File: config.mk
export PLATFORM = sky130hd
export DESIGN_NAME = fsm_product_serializer
export DESIGN_NICKNAME = d
export VERILOG_FILES = /design/src/rtl/fsm_product_serializer.sv
export SDC_FILE = /design/constraint.sdc
export NUM_CORES = 1
export LEC_CHECK = 0
export BUFFER_PORTS_ARGS = -buffer_cell sky130_fd_sc_hd__buf_2
export CORE_AREA = 2 2 229 231
export CTS_CLUSTER_SIZE = 16
export DETAILED_ROUTE_END_ITERATION = 8
export DIE_AREA = 0 0 231 233
export HOLD_SLACK_MARGIN = 0.05
export SYNTH_ARGS = -nofsm -noshare
export SYNTH_HDL_FRONTEND = slang
export SYNTH_SLANG_ARGS = --single-unit
File: constraint.sdc
create_clock -name clk -period 12.7 [get_ports clk]
set_input_delay 1.905 -clock clk [delete_from_list [all_inputs] [get_ports clk]]
set_output_delay 1.905 -clock clk [all_outputs]
set_load 0.02 [all_outputs]
File: src/rtl/fsm_product_serializer.sv
// fsm_product_serializer: accepts a 256-bit matrix product, XORs it with the
// first-round hash and emits the result as a burst of four 64-bit words to
// the downstream hash-packing stage, with a minimum idle gap between bursts.
// Optional feature: define PRODUCT_SERIALIZER_BSWAP_EN to byte-reverse every
// emitted word.
module fsm_product_serializer #(
  parameter int unsigned MIN_GAP = 6
) (
  input  logic         clk,
  input  logic         rst,
  input  logic         prod_valid,
  input  logic [255:0] prod_data,
  input  logic [255:0] hash_data,
  output logic         prod_ready,
  input  logic         ds_rdy,
  output logic         we_out,
  output logic [63:0]  dout
);

  typedef enum logic [2:0] {
    IDLE  = 3'd0,
    EMIT0 = 3'd1,
    EMIT1 = 3'd2,
    EMIT2 = 3'd3,
    EMIT3 = 3'd4
  } state_t;

  state_t         state_q, state_d;
  logic           full_q, full_d;
  logic [3:0]     gap_cnt_q, gap_cnt_d;
  logic [255:0]   data_reg_q, data_reg_d;
  logic           we_out_q, we_out_d;
  logic [63:0]    dout_q, dout_d;
  logic           accept;
  logic           gap_done;
  logic [63:0]    word_sel;

`ifdef PRODUCT_SERIALIZER_BSWAP_EN
  function automatic logic [63:0] fmt_word(input logic [63:0] w);
    logic [63:0] r;
    r = '0;
    for (int unsigned b = 0; b < 8; b++) begin
      r[8*b +: 8] = w[8*(7-b) +: 8];
    end
    return r;
  endfunction
`else
  function automatic logic [63:0] fmt_word(input logic [63:0] w);
    return w;
  endfunction
`endif

  // Handshake, next-state, gap counter, data holding and next outputs.
  always_comb begin
    prod_ready = ~rst & (~full_q | (state_q == EMIT3));
    accept     = prod_valid & prod_ready;
    // Gap counts as elapsed when the counter reaches 0 on this edge, giving
    // exactly MIN_GAP idle cycles between EMIT3 and the next EMIT0.
    gap_done   = (gap_cnt_q <= 4'd1);

    state_d    = state_q;
    full_d     = full_q;
    gap_cnt_d  = gap_cnt_q;
    data_reg_d = data_reg_q;

    case (state_q)
      IDLE: begin
        gap_cnt_d = (gap_cnt_q == 4'd0) ? 4'd0 : gap_cnt_q - 4'd1;
        if (full_q && ds_rdy && gap_done) begin
          state_d = EMIT0;
        end
      end
      EMIT0: state_d = EMIT1;
      EMIT1: state_d = EMIT2;
      EMIT2: state_d = EMIT3;
      EMIT3: begin
        state_d   = IDLE;
        full_d    = 1'b0;
        gap_cnt_d = 4'(MIN_GAP);
      end
      default: state_d = IDLE;
    endcase

    if (accept) begin
      data_reg_d = prod_data ^ hash_data;
      full_d     = 1'b1;
    end

    word_sel = '0;
    case (state_d)
      EMIT0:   word_sel = data_reg_q[63:0];
      EMIT1:   word_sel = data_reg_q[127:64];
      EMIT2:   word_sel = data_reg_q[191:128];
      EMIT3:   word_sel = data_reg_q[255:192];
      default: word_sel = '0;
    endcase

    we_out_d = (state_d != IDLE);
    dout_d   = we_out_d ? fmt_word(word_sel) : '0;
  end

  // State, holding registers and registered outputs; reset clears everything.
  always_ff @(posedge clk or posedge rst) begin
    if (rst) begin
      state_q    <= IDLE;
      full_q     <= 1'b0;
      gap_cnt_q  <= '0;
      data_reg_q <= '0;
      we_out_q   <= 1'b0;
      dout_q     <= '0;
    end else begin
      state_q    <= state_d;
      full_q     <= full_d;
      gap_cnt_q  <= gap_cnt_d;
      data_reg_q <= data_reg_d;
      we_out_q   <= we_out_d;
      dout_q     <= dout_d;
    end
  end

  assign we_out = we_out_q;
  assign dout   = dout_q;

endmodule

==> out/qor.txt <==
====================================================================================================
Grt total ovfl                                                                                     0
Routed Wire Length                                                                           42.5 mm
Top-count cell post-synth                                                                    dfrtp_1
Worst setup path category                                                               input pin to flip-flop
Post-CTS Hold Fix Bufs                                                                             0
Width of the die                                                                              231 um
I/O pin cnt                                                                                      582
TritonCTS clock tree                                                                            done
Tcrit/Tclk final                                                                               36.6%
Top_reg_cell synth                                                                           dfrtp_1
Async set-or-reset flop fraction in the synthesized netlist                                     100%
Number of warning messages in the yosys log                                                        0
Met2 layer usage reported by global route                                                      27.5%
Wire length of the first global-routing pass                                                 64.1 mm
Total number of vias                                                                           10900
Initial core utilization                                                                       30.9%
End of the worst register-to-register path                                              data_reg_q[100]
Startpoint of the lowest-slack hold path                                                data_reg_q[52]
Total standard cell area after synthesis                                                  15800 um^2
RSZ-0062 raised after global routing                                                              no
Switching portion of total power                                                               31.6%
Netlist cell types                                                                                30
Startpoint of the worst-slack reg-to-reg timing path                                      state_q[1]
Worst clock skew on the final layout                                                         10.6 ps
Clock-pin slew reported for the worst setup and hold paths after clock tree synthesis          60 ps
Number of setup buffers added after CTS                                                            0
Endpoint of the most critical setup path                                                data_reg_q[100]
HPWL after detailed placement                                                                29.7 mm
Number of cells traversed by the worst register-to-register path                                   6
Nets@finish                                                                                     2214
Power per unit of standard cell area                                                     218 nW/um^2
Initial DRC Count                                                                                450
Sequential cell area                                                                       8240 um^2
Post-route antenna net violation count                                                             0
Multi-input gate area                                                                      7090 um^2
Quantity of I/O buffers inserted on ports                                                        581
Htree depth                                                                                        2
Time the final worst path needs with I/O delays and setup                                    4650 ps
Total iterations of the first detailed-routing run                                                 6
Register-to-register path setup slack                                                        8290 ps
Maximum operating frequency                                                                  215 MHz
Final sum of negative setup slack                                                               0 ps
Critical path origin                                                                             rst
Slowest cell on crit path                                                                      buf_4
Clk Tree Root Cell                                                                         clkbuf_16
Site row count                                                                                    83
CP max stage delay                                                                            860 ps
Std-Cell Core Area                                                                        51100 um^2
Clock share of power                                                                           25.9%
Number of gates resized after cts                                                                  0
Overall die area                                                                          53800 um^2
Worst path most repeated cell                                                                  buf_4
Data arrival, critical path                                                                  5060 ps
Switching Power                                                                              1410 uW
Clock buffer depth                                                                                 3
Type of the most critical hold path                                                     flip-flop to flip-flop
Cell Int Power                                                                               3050 uW
Post-synth net total                                                                            1650
Fraction of final layout cells sized beyond drive strength 1                                   55.6%
Gr busiest metal                                                                                met2
Pin count of the biggest net entering global routing                                             128
Top cells by instance count after synthesis                                             dfrtp_1 (329), mux2_2 (299), xor2_1 (256)
Global placement routability congestion                                                        0.775
Portion of the post-synthesis area used by sequential elements                                 52.2%
DR vias/cell                                                                                    4.52
Share of power burned in registers                                                             41.4%
Worst Setup End Kind                                                                       flip-flop
Part of the total power dissipated in combinational logic                                      32.7%
Static leakage power                                                                      0.00980 uW
Worst slew pin tran                                                                          1090 ps
GR met1 Demand/Resource                                                                        19.0%
Cell-by-cell listing of the critical path                                               buf_2, nand2b_1, a21oi_4, buf_4, buf_4, buf_4, mux2_2
Final-report hold violation count                                                                  0
Util after Layout                                                                              40.2%
Setup WS post-layout                                                                         8050 ps
Number of flops mapped to enable cells by yosys                                                    0
Drt drc                                                                                            0
Total GRT Usage                                                                                15.4%
Pre-CTS WS                                                                                   7480 ps
Post-Syn Area per Cell                                                                     13.9 um^2
Maximum capacitance violations                                                                     0
CTS Sinks                                                                                        329
Vias in the first global route                                                                 11600
Number of filler cells placed in the layout                                                     4880
Number of antenna violations at the first check in global routing                                  1
Clock latency at the later pin of the worst-skew pair                                         530 ps
TritonCTS buffer count                                                                            38
Wire per inst                                                                                17.7 um
Library cell with the largest summed area after synthesis                                    dfrtp_1
Worst max-slew margin expressed relative to the limit                                          27.2%
Element type at the critical path start                                                    input pin
Area fraction of the dominant cell type after synthesis                                        52.2%
Total of endpoints with negative setup slack in the final report                                   0
Critical path data required time                                                            13110 ps
Met3 usage                                                                                     2.52%
Slew Viols, Final                                                                                  0
Number of cells produced by synthesis                                                           1134
Max Fanout on Critical Path                                                                       77
Run status                                                                              complete, no violations
VDD IR max                                                                                  0.107 mV
Top cells by area, synth                                                                dfrtp_1 (52%), mux2_2 (21%), xor2_1 (14%)
Y dimension of the die                                                                        233 um
Number of synthesized register bits                                                              329
Synth-to-Final Area Change                                                                     30.0%
====================================================================================================
worst min path at each step:
stage                to  slack (ps)  cells after the start
2_1_floorplan   dout[0]         450                      1
3_3_place_gp    dout[4]         460                      1
3_5_place_dp   dout[52]         470                      1
4_1_cts        dout[45]         480                      1
5_1_grt         dout[1]         490                      1
6_report       dout[52]         480                      1
flip-flops by register name, summed over array words and instances (netlist names):
name,cells
data_reg_q,256
dout,64
full_q,1
gap_cnt_q,4
state_q,3
we_out,1
logic make-up after synthesis:
family          Yosys count  synth area share, %
flops                   329                 52.2
xor+xnor                257                 14.3
mux                     320                 22.8
simple gates             20                0.690
compound gates          140                 7.09
buf+inv                  68                 2.93
power groups by stage:
stage	registers [uW]	logic (uW)	clock network (uW)
floorplan	1820	1050	0
CTS	1850	1490	1190
global route	1910	1600	1240
finish	1850	1460	1160
detailed placement	1870	1480	0
global placement	1850	1450	0
worst max-delay path: cells and delay by family:
| kind | cells | cell delay, ps |
|---|---|---|
| and+or+nand+nor | 1 | 200 |
| muxes | 1 | 420 |
| buffers and inverters | 4 | 2270 |
| AOI/OAI and AO/OA | 1 | 120 |
per-layer routing:
metal  wire length [um]  vias to the layer above
met5                  0                        -
li1                   -                     5147
met1              17600                     5330
met3               2210                       61
met2              21800                      340
met4                908                        0
layout make-up:
class | instances | area share, %
Sequential cell | 329 | 40.2
Multi-Input combinational cell | 737 | 34.6
Timing Repair Buffer | 591 | 14.5
Clock buffer | 57 | 5.57
Tap cell | 680 | 4.15
Clock inverter | 12 | 0.921
Inverter | 1 | 0.0549
Antenna cell | 1 | 0.0122
stage by stage:
| stage | hold slack [ps] | cells | instance area [um^2] | total power [uW] |
|---|---|---|---|---|
| 6_report | 476 | 2408 | 20500 | 4470 |
| 4_1_cts | 478 | 2407 | 20500 | 4540 |
| 5_1_grt | 493 | 2407 | 20500 | 4760 |
| 3_3_place_gp | 459 | 2338 | 19200 | 3300 |
| 2_1_floorplan | 452 | 1134 | 15800 | 2870 |
| 3_5_place_dp | 467 | 2338 | 19200 | 3350 |
cells in the final DEF (no fill, tap or decap), types with 4 or more instances in the layout:
master / synthesis / layout
bufinv_16: 0 / 5
o2bb2ai_1: 64 / 64
dfrtp_1: 329 / 326
buf_4: 1 / 10
nor2_1: 4 / 4
o21ai_0: 4 / 4
clkbuf_8: 0 / 10
mux2_1: 21 / 21
buf_2: 6 / 581
clkinv_2: 0 / 6
nor3_1: 4 / 4
mux2_2: 299 / 299
clkbuf_1: 22 / 8
a22oi_1: 64 / 64
a21oi_1: 4 / 4
xor2_1: 256 / 256
clkbuf_16: 0 / 39
(Power assumes the default switching activity.)
